$ cat src/rtl/bp_fe_queue_buffer_pkg.sv
// Shared types for the FE queue buffer: processor config selector and the
// FE-to-BE queue message layout.
package bp_fe_queue_buffer_pkg;

  typedef enum logic [1:0] {
    e_bp_default_cfg,
    e_bp_inv_cfg
  } bp_params_e;

  typedef enum logic [1:0] {
    e_fe_fetch,
    e_fe_exception
  } bp_fe_queue_type_e;

  localparam int unsigned vaddr_width_gp = 39;
  localparam int unsigned instr_width_gp = 32;

  typedef struct packed {
    bp_fe_queue_type_e           msg_type;
    logic [vaddr_width_gp-1:0]   pc;
    logic [instr_width_gp-1:0]   instr;
  } bp_fe_queue_s;

  // Unknown configurations yield a zero width so a bad override fails elaboration.
  function automatic int unsigned fe_queue_width(bp_params_e cfg);
    case (cfg)
      e_bp_default_cfg, e_bp_inv_cfg: return $bits(bp_fe_queue_s);
      default:                        return 0;
    endcase
  endfunction

endpackage

$ cat src/rtl/bsg_mem_1r1w.sv
// One-write-port, one-asynchronous-read-port storage array without reset.
module bsg_mem_1r1w #(
  parameter int unsigned width_p                = 8,
  parameter int unsigned els_p                  = 8,
  parameter bit          read_write_same_addr_p = 1'b0,
  localparam int unsigned addr_width_lp         = $clog2(els_p)
) (
  input  logic                     w_clk_i,
  input  logic                     w_v_i,
  input  logic [addr_width_lp-1:0] w_addr_i,
  input  logic [width_p-1:0]       w_data_i,
  input  logic                     r_v_i,
  input  logic [addr_width_lp-1:0] r_addr_i,
  output logic [width_p-1:0]       r_data_o
);

  logic [width_p-1:0] mem_r [els_p];

  always_ff @(posedge w_clk_i) begin
    if (w_v_i)
      mem_r[w_addr_i] <= w_data_i;
  end

  assign r_data_o = mem_r[r_addr_i];

  always_ff @(posedge w_clk_i) begin
    if (!read_write_same_addr_p)
      assert (!(w_v_i && r_v_i && (w_addr_i == r_addr_i)))
        else $error("bsg_mem_1r1w: write collides with a valid read address");
  end

endmodule

$ cat src/rtl/bp_fe_queue_buffer.sv
// Checkpointed FIFO between the FE PC generator and BE issue: speculative
// dequeue with commit, rollback to the commit point, and clear.
module bp_fe_queue_buffer
  import bp_fe_queue_buffer_pkg::*;
#(
  parameter bp_params_e  bp_params_p        = e_bp_inv_cfg,
  parameter int unsigned els_p              = 8,
  localparam int unsigned fe_queue_width_lp = fe_queue_width(bp_params_p),
  localparam int unsigned ptr_width_lp      = $clog2(els_p) + 1
) (
  input  logic                         clk_i,
  input  logic                         reset_i,
  input  logic [fe_queue_width_lp-1:0] fe_queue_i,
  input  logic                         fe_queue_v_i,
  output logic                         fe_queue_ready_o,
  output logic [fe_queue_width_lp-1:0] fe_queue_o,
  output logic                         fe_queue_v_o,
  input  logic                         fe_queue_yumi_i,
  input  logic                         fe_queue_cmt_v_i,
  input  logic                         fe_queue_roll_v_i,
  input  logic                         fe_queue_clr_v_i,
  output logic                         empty_o
);

  localparam int unsigned addr_width_lp = ptr_width_lp - 1;

  logic [ptr_width_lp-1:0] wptr_r, rptr_r, cptr_r;
  logic [ptr_width_lp-1:0] wptr_n, rptr_n, cptr_n;
  logic full, enq, mem_w_v;

  // Full is measured against the commit pointer so replay data is never overwritten.
  assign full = (wptr_r[addr_width_lp-1:0] == cptr_r[addr_width_lp-1:0])
              & (wptr_r[addr_width_lp] != cptr_r[addr_width_lp]);

  assign fe_queue_ready_o = ~full;
  assign fe_queue_v_o     = (rptr_r != wptr_r);
  assign empty_o          = (rptr_r == wptr_r);
  assign enq              = fe_queue_v_i & fe_queue_ready_o;
  assign mem_w_v          = enq & ~fe_queue_clr_v_i;

  // Priority: commit, roll, dequeue, clear, enqueue.
  always_comb begin
    cptr_n = cptr_r + ptr_width_lp'(fe_queue_cmt_v_i);
    rptr_n = fe_queue_roll_v_i ? cptr_n : rptr_r + ptr_width_lp'(fe_queue_yumi_i);
    wptr_n = fe_queue_clr_v_i  ? rptr_n : wptr_r + ptr_width_lp'(enq);
  end

  always_ff @(posedge clk_i or negedge reset_i) begin
    if (!reset_i) begin
      wptr_r <= '0;
      rptr_r <= '0;
      cptr_r <= '0;
    end else begin
      wptr_r <= wptr_n;
      rptr_r <= rptr_n;
      cptr_r <= cptr_n;
    end
  end

  bsg_mem_1r1w #(
    .width_p                (fe_queue_width_lp),
    .els_p                  (els_p),
    .read_write_same_addr_p (1'b0)
  ) queue_mem (
    .w_clk_i  (clk_i),
    .w_v_i    (mem_w_v),
    .w_addr_i (wptr_r[addr_width_lp-1:0]),
    .w_data_i (fe_queue_i),
    .r_v_i    (fe_queue_v_o),
    .r_addr_i (rptr_r[addr_width_lp-1:0]),
    .r_data_o (fe_queue_o)
  );

  always_ff @(posedge clk_i) begin
    if (reset_i) begin
      assert (!(fe_queue_yumi_i && !fe_queue_v_o))
        else $error("bp_fe_queue_buffer: yumi with no valid entry");
      assert (!(fe_queue_cmt_v_i && (cptr_r == rptr_r)))
        else $error("bp_fe_queue_buffer: commit with nothing dequeued");
      assert (!(fe_queue_v_i && !fe_queue_ready_o))
        else $error("bp_fe_queue_buffer: enqueue while not ready");
    end
  end

endmodule

$ cat config.mk
export PLATFORM = sky130hd
export DESIGN_NAME = bp_fe_queue_buffer
export DESIGN_NICKNAME = d
export VERILOG_FILES = /design/src/rtl/bp_fe_queue_buffer_pkg.sv /design/src/rtl/bsg_mem_1r1w.sv /design/src/rtl/bp_fe_queue_buffer.sv
export SDC_FILE = /design/constraint.sdc
export NUM_CORES = 1
export LEC_CHECK = 0
export ABC_AREA = 1
export BUFFER_PORTS_ARGS = -buffer_cell sky130_fd_sc_hd__buf_2
export CORE_UTILIZATION = 30
export CTS_CLUSTER_SIZE = 24
export DETAILED_ROUTE_END_ITERATION = 6
export HOLD_SLACK_MARGIN = 0.1
export RECOVER_POWER = 100
export SKIP_LAST_GASP = 1
export SLEW_MARGIN = 30
export SYNTH_ARGS = -nofsm -noshare
export SYNTH_HDL_FRONTEND = slang
export SYNTH_SLANG_ARGS = --single-unit
$ cat constraint.sdc
create_clock -name clk_i -period 12.9 [get_ports clk_i]
set_input_delay 1.935 -clock clk_i [delete_from_list [all_inputs] [get_ports clk_i]]
set_output_delay 1.935 -clock clk_i [all_outputs]
set_load 0.01 [all_outputs]
## After elaboration in Yosys (flattened, before gate mapping)

Memory sizes are Yosys's and may differ from the RTL's.
Index checks and enable logic that the tools add are counted.

| storage, ports and cells | value |
|---|---|
| output and inout port bits | 76 |
| memories | 1 |
| RAM bits | 584 |
| logic and storage cells | 20 |
| input bits | 80 |
| register bits after elaboration | 12 |

Memories:

| memory | words | width | read ports | clocked after Yosys merged registers in | write ports | line | RTL |
|---|---|---|---|---|---|---|---|
| queue_mem.mem_r | 8 | 73 | 1 | 0 | 1 | bsg_mem_1r1w.sv:17 | `logic [width_p-1:0] mem_r [els_p];` |

| operators by class | value |
|---|---|
| bitwise gates (word level) | 5 |
| muxes and demuxes | 4 |
| equality and inequality tests | 4 |
| add/subtract/negate cells | 3 |

Operator list:

| kind | count |
|---|---|
| adder 4 x 1 -> 4 bit | 3 |
| two-way mux 4 bit | 2 |
| equality test 4 bit | 1 |
| != test 4 bit | 1 |
| bitwise AND 1 bit | 3 |
| equality test 3 bit | 1 |
| two-way mux 1 bit | 2 |
| NOT 1 bit | 2 |
| != test 1 bit | 1 |

## Depth between registers and ports, before layout

Gate-level depths: netlist of the first run.

| depth | value |
|---|---|
| depth in word-level cells | 7 |
| depth in mapped cells | 11 |
| depth with buffers taken out | 10 |

## Modules after synthesis

From an unflattened synthesis of the first run, not the netlist that was laid out.

| unflattened totals | value |
|---|---|
| cell total of the unflattened synthesis | 2631 |
| area, all modules | 26317.7 um2 |

Modules (own cells, without submodules):

| module | area an instance (um2) | cells each | instances | sequential area each (um2) |
|---|---|---|---|---|
| bsg_mem_1r1w | 25597.0 | 2541 | 1 | 17536.8 |
| bp_fe_queue_buffer | 720.7 | 90 | 1 | 300.3 |

## Worst setup path before layout of the first run

OpenSTA, ideal clock, no wires.

| timing | value |
|---|---|
| path type | input to register |
| from | input port fe_queue_clr_v_i |
| to | memory queue_mem.mem_r[0][0] (netlist name), enable pin |
| data arrival time | 5298 ps |
| path slack | 7097 ps |
| stages on the path | 3 |
| path buffers | 0 |
| data required time | 12395 ps |
| library setup time | 505 ps |
| cells stage by stage | inv_1 nand3_1 nor2_1 |

| between the ends | value |
|---|---|
| word-level cells in the longest chain between the ends | 4 |

Ends and longest elaborated chain:

| what | line | RTL |
|---|---|---|
| start, declared | bp_fe_queue_buffer.sv:21 | `input logic fe_queue_clr_v_i,` |
| NOT 1 bit | bp_fe_queue_buffer.sv:39 | `assign mem_w_v = enq & ~fe_queue_clr_v_i;` |
| bitwise AND 1 bit | bp_fe_queue_buffer.sv:39 |  |
| two-way mux 1 bit | bsg_mem_1r1w.sv:20 | `if (w_v_i)` |
| two-way mux 1 bit (implied by the code) | bsg_mem_1r1w.sv:21 | `mem_r[w_addr_i] <= w_data_i;` |
| end, declared | bsg_mem_1r1w.sv:17 |  |

Every way passes these cells.

## Worst setup path after layout of the first run

| timing | value |
|---|---|
| from | register rptr_r[2] |
| to | output port fe_queue_o[48] |

| between the ends | value |
|---|---|
| word-level cells in the longest chain between the ends | 1 |

Ends and longest elaborated chain:

| what | line | RTL |
|---|---|---|
| start, declared | bp_fe_queue_buffer.sv:27 | `logic [ptr_width_lp-1:0] wptr_r, rptr_r, cptr_r;` |
| start signal, assigned | bp_fe_queue_buffer.sv:55 | `rptr_r <= rptr_n;` |
| memory (8 x 73 bit) | - |  |
| end, declared | bp_fe_queue_buffer.sv:16 | `output logic [fe_queue_width_lp-1:0] fe_queue_o,` |

Every way passes these cells.

==> reports/results.tsv, run 1 <==
metric	value	unit
mostFrequentLayoutCells	edfxtp_1 (584), nor2_1 (451), o21ai_0 (290)	
ys_warn_count	0	
numCtsBuffers	58	
core_area	77600	um2
crit_buf_inv	3	
totalWireLength	55.2	mm
clock-sinks	596	
fin_ws	4.89	ns
arrival	6.08	ns
netlist_instances	1902	
p_per_area	214	nW/um2
crit_type	flop to output port	
io_buffer_count	155	
ys_seq_area_share	75.8	%
drt_pre_antenna_iters	5	
cp-start-kind	flop	
max_freq	125	MHz
syn_area_per_cell	12.4	um2
status	complete, but fails checks	
hold_viol	0	
cap_violations	12	
tritoncts	yes	
slew_violations	563	
dpl_worst_slack	7.78	ns
grt-ovfl-total	0	
path_clk_slew	0.06	ns
die_x	282	um
relSlewSlack	-158	%
drtIter0Drc	1100	
ys_seq_elements	596	
endpoint_kind	output port	
rsz0062_at_grt	no	
netlist-cell-type-count	22	
setup_viol	0	
vias_per_cell	4.66	
fillCellCount	7645	
drc	0	
syn_area	23500	um2
rr_startpoint	wptr_r[2]	
grt_usage	13.7	%
ctsResizeCount	0	
antenna_found_initial	4	
synthesis.nets	1988	
worstMarginPinSlew	3.87	ns
finalSetupTns	0	ns
critical_path_depth	5	
grt_pass1_vias	14376	
final_common_cell	edfxtp_1	
period_share	62.1	%
leakage	0.00883	uW
boundaryPins	156	
gp_congestion	0.784	
path_max_fanout	58	
wire_per_inst	17.7	um
r2r_end	queue_mem.mem_r[6][19]	
cp.required	10.97	ns
critPathTopFamily	buffers and inverters	
startpoint	rptr_r[2]	
hold_class	flop to flop	
reg2reg_depth	9	
dp_hpwl	30.3	mm
dieHeight	282	um
grt_pass1_wl	84.0	mm
worstPathCellList	inv_1, clkbuf_1, nand2_1, nand2_1, clkbuf_1	
ir_drop	0.176	mV
drive_above_1_share	5.30	%
root_buffer	clkbuf_16	
area_growth	13.9	%
vias	14517	
clockBufferDepth	3	
start_util	30.3	%
fin_nets	2111	
grt_start_max_net_pins	201	
rows	102	
cts_max_level	2	
hold_buffers	0	
ant_nets	0	
violations	capacitance limit, slew limit	
cts_setup_buffers	0	
finalCriticalPeriod	8.01	ns
setup.worst_path.end	fe_queue_o[48]	
insertion_delay	0.62	ns
fp.dieArea	79600	um2
fin_skew	0.0144	ns
critical_path.slowest_cell	clkbuf_1	
r2r_setup_slack	6.61	ns
slowest_delay	2.63	ns
## where the power goes
| part | leakage (uW) | switching (uW) | internal (uW) |
|---|---|---|---|
| logic | 0.00255 | 1260 | 518 |
| registers | 0.00542 | 98.6 | 2300 |
| clock network | 0.000864 | 716 | 849 |
## cell type report
cell class	count	area, um2	area share (%)
Inverter	15	68.8	0.257
Tap cell	1040	1300	4.86
Sequential cell	596	17800	66.6
Clock buffer	69	1490	5.57
Multi-Input combinational cell	1175	5090	19.0
Clock inverter	40	262	0.976
Timing Repair Buffer	179	742	2.77
Antenna cell	2	5.00	0.0187
## metal layers
metal | GRT usage, % | vias to the layer above | share of wire (%)
met5 | 0 | - | 0.062
met1 | 17.9 | 7185 | 45
met2 | 23.4 | 279 | 49
met4 | 4.35 | 6 | 2.5
li1 | - | 6953 | -
met3 | 2.16 | 94 | 4.0
## per-stage QoR
stage	area, um2	hold WS, ns	std cells	power, uW	util (%)
3_3_place_gp	25300	0.515	2997	4250	32.6
5_1_grt	26800	0.581	3115	6130	34.5
4_1_cts	27200	0.539	3112	5870	35.0
2_1_floorplan	23500	0.490	1902	3640	-
3_5_place_dp	25400	0.523	3003	4300	32.8
6_report	26800	0.545	3116	5750	34.5
## Yosys cell counts
| library cell | number | area share (%) |
|---|---|---|
| a21boi_0 | 1 | 0.032 |
| a31oi_1 | 2 | 0.053 |
| and2_1 | 1 | 0.027 |
| buf_1 | 10 | 0.16 |
| buf_2 | 30 | 0.64 |
| buf_4 | 4 | 0.13 |
| buf_6 | 9 | 0.43 |
| clkbuf_1 | 60 | 0.96 |
| clkbuf_2 | 3 | 0.064 |
| dfrtp_1 | 12 | 1.3 |
| edfxtp_1 | 584 | 75 |
| ha_1 | 6 | 0.32 |
| inv_1 | 13 | 0.21 |
| inv_2 | 2 | 0.032 |
| nand2_1 | 253 | 4.0 |
| nand3_1 | 11 | 0.23 |
| nand4_1 | 2 | 0.053 |
| nor2_1 | 452 | 7.2 |
| o21ai_0 | 280 | 6.0 |
| o21ai_1 | 159 | 3.4 |
| xnor2_1 | 3 | 0.11 |
| xor2_1 | 5 | 0.19 |
## kinds of logic (layout without fill, tap and decap cells)
kind of cell    count (synthesis)  in the layout  share of synthesized area (%)
simple gates                  719            719                           11.6
flops                         596            596                           75.8
compound gates                442            442                           9.42
buf+inv                       131            303                           2.62
xor+xnor                        8              8                          0.298
fa+ha+maj                       6              6                          0.319
other cells                     0              2                              0
## how the worst min path moves through the flow
stage / slack (ns) / depth (start not counted) / startpoint / endpoint
final: 0.55 / 2 / cptr_r[3] / cptr_r[3]
after CTS: 0.54 / 2 / cptr_r[3] / cptr_r[3]
after floorplan: 0.49 / 2 / cptr_r[3] / cptr_r[3]
after detailed placement: 0.52 / 2 / cptr_r[3] / cptr_r[3]
after global routing: 0.58 / 2 / cptr_r[3] / cptr_r[3]
after global placement: 0.51 / 2 / cptr_r[3] / cptr_r[3]
## tightest hold or removal path, cell delays in order (launching register included)
cell and delay, ns:
dfrtp_1 0.37, nand2_1 0.08, nand2_1 0.07
## registers in the layout, summed over array words and instances (netlist names)
signal	count
wptr_r	4
rptr_r	4
queue_mem.mem_r	584
cptr_r	4
No activity file was read; power rests on OpenSTA's default activity.
==> run 2, diff against run 1 <==
==> constraint.sdc (replaced) <==
create_clock -name clk_i -period 7.9 [get_ports clk_i]
set_input_delay 1.185 -clock clk_i [delete_from_list [all_inputs] [get_ports clk_i]]
set_output_delay 1.185 -clock clk_i [all_outputs]
set_load 0.01 [all_outputs]
==> reports/results.tsv, run 2 (synthesis results as in run 1) <==
metric	value	unit	change
drive_above_1_share	7.84	%	was 5.30%
fin_nets	2115		was 2,111
critical_path.slowest_cell	clkbuf_2		was clkbuf_1
setup_viol	0		unchanged
wire_per_inst	18.5	um	was 17.7 um
area_growth	16.0	%	was 13.9%
finalCriticalPeriod	5.26	ns	
hold_class	flop to flop		unchanged
worstMarginPinSlew	1.92	ns	was 3.87 ns
drt_pre_antenna_iters	7		was 5
grt_usage	14.4	%	was 13.7%
crit_type	flop to flop		was flop to output port
vias	14733		was 14.5k
crit_top_cell	nand2_1		
hold_viol	0		unchanged
relSlewSlack	-28.2	%	was -158%
startpoint	wptr_r[1]		was rptr_r[2]
totalWireLength	57.8	mm	was 55.2 mm
largest_reg_flops	584		unchanged
violations	capacitance limit, slew limit		unchanged
start_util	30.3	%	unchanged
insertion_delay	0.60	ns	was 0.62 ns
path_clk_slew	0.06	ns	about the same
dp_hpwl	31.9	mm	was 30.3 mm
status	complete, but fails checks		unchanged
dieHeight	282	um	unchanged
hold_buffers	0		unchanged
antenna_found_initial	1		was 4
rows	102		unchanged
drtIter0Drc	1139		was 1,100
drc	0		unchanged
cap_violations	8		was 12
regMostFlops	queue_mem.mem_r		unchanged
cts_setup_buffers	0		unchanged
grt_start_max_net_pins	194		was 201
worstPathCellList	inv_1, nand2_1, nand2_1, nor2_1, nand2_1, nand3_1, nor2_1, clkbuf_1, clkbuf_2		was inv_1, clkbuf_1, nand2_1, nand2_1, clkbuf_1
endpoint_kind	flop		was output port
min_from	cptr_r[3]		unchanged
cp.required	8.09	ns	was 10.97 ns
finalSetupTns	0	ns	unchanged
ant_nets	0		unchanged
arrival	5.45	ns	was 6.08 ns
root_buffer	clkbuf_16		unchanged
rsz0062_at_grt	no		unchanged
p_per_area	363	nW/um2	was 214 nW/um2
rr_startpoint	wptr_r[1]		was wptr_r[2]
numCtsBuffers	66		was 58
gp_congestion	0.729		was 0.784
boundaryPins	156		unchanged
die_x	282	um	unchanged
fp.dieArea	79600	um2	unchanged
path_max_fanout	42		was 58
report.power.total	9910	uW	was 5750 uW
slew_violations	160		was 563
max_freq	190	MHz	
ir_drop	0.203	mV	was 0.176 mV
core_area	77600	um2	unchanged
final_common_cell	edfxtp_1		unchanged
clock-sinks	596		unchanged
fin_skew	0.0216	ns	was 0.0144 ns
mostFrequentLayoutCells	edfxtp_1 (584), nor2_1 (452), o21ai_0 (316)		was edfxtp_1 (584), nor2_1 (451), o21ai_0 (290)
slowest_delay	1.33	ns	was 2.63 ns
vias_per_cell	4.72		was 4.66
grt_pass1_vias	14436		about the same
leakage	0.00914	uW	was 0.00883 uW
period_share	66.5	%	
tritoncts	yes		unchanged
grt_pass1_wl	87.4	mm	was 84.0 mm
clockBufferDepth	3		unchanged
cp-start-kind	flop		unchanged
io_buffer_count	155		unchanged
grt-ovfl-total	0		unchanged
cts_max_level	3		was 2
ctsResizeCount	0		unchanged
==> run 2: cell count changes in the layout (fill, tap and decap cells not counted), moves of 2 or more <==
cell	change
clkbuf_16	+9
inv_6	+2
bufinv_16	+4
o21ai_0	+26
buf_16	+2
clkbuf_1	-43
clkinv_2	-4
clkinv_1	-5
buf_6	+7
buf_2	+27
o21ai_1	-26
buf_12	+2
==> run 2: report_power, final <==
part / internal, uW / switching, uW / leakage [uW]
registers: 3740 / 134 / 0.00541
clock network: 1740 / 1250 / 0.00103
logic: 898 / 2150 / 0.00270
==> run 2: metal layers <==
layer | routed length, um | global-route usage (%) | up-vias
met2 | 28000 | 23.8 | 401
met5 | 0 | 0 | -
li1 | - | - | 6957
met1 | 25500 | 19.2 | 7281
met3 | 2820 | 2.44 | 94
met4 | 1510 | 4.79 | 0
==> run 2: final cells by class <==
| class | instances | area (um2) |
|---|---|---|
| Multi-Input combinational cell | 1175 | 5080 |
| Tap cell | 1040 | 1300 |
| Inverter | 15 | 63.8 |
| Fill cell | 7660 | 50300 |
| Timing Repair Buffer | 175 | 898 |
| Clock buffer | 79 | 1720 |
| Antenna cell | 1 | 2.50 |
| Clock inverter | 38 | 377 |
| Sequential cell | 596 | 17800 |
==> run 2: path summary, 6_finish.rpt <==
path,slack (ns),endpoint,cells after the start
min in group asynchronous,0.66,cptr_r[1],1
max in group asynchronous,6.67,rptr_r[0],1
worst min-delay path,0.54,cptr_r[3],2
worst min register to register,0.54,cptr_r[3],2
worst max register to register,2.64,queue_mem.mem_r[3][34],9
worst max-delay path,2.64,queue_mem.mem_r[3][34],9
==> run 2: stage by stage <==
stage | instance area (um2) | util, % | worst slack (ns) | instances | hold slack, ns
6_report | 27300 | 35.2 | 2.64 | 3119 | 0.537
5_1_grt | 27300 | 35.2 | 2.20 | 3118 | 0.558
4_1_cts | 27500 | 35.4 | 3.07 | 3118 | 0.459
3_5_place_dp | 25400 | 32.7 | 3.73 | 3001 | 0.522
3_3_place_gp | 25300 | 32.5 | 3.44 | 2996 | 0.521
2_1_floorplan | 23500 | - | 2.85 | 1902 | 0.490
==> run 2: worst max-delay path, delay by kind of cell, from the launching register on <==
kind / cells / cell delay, ns
and+or+nand+nor: 6 / 1.81
buffers and inverters: 3 / 2.52
DFF: 1 / 0.48
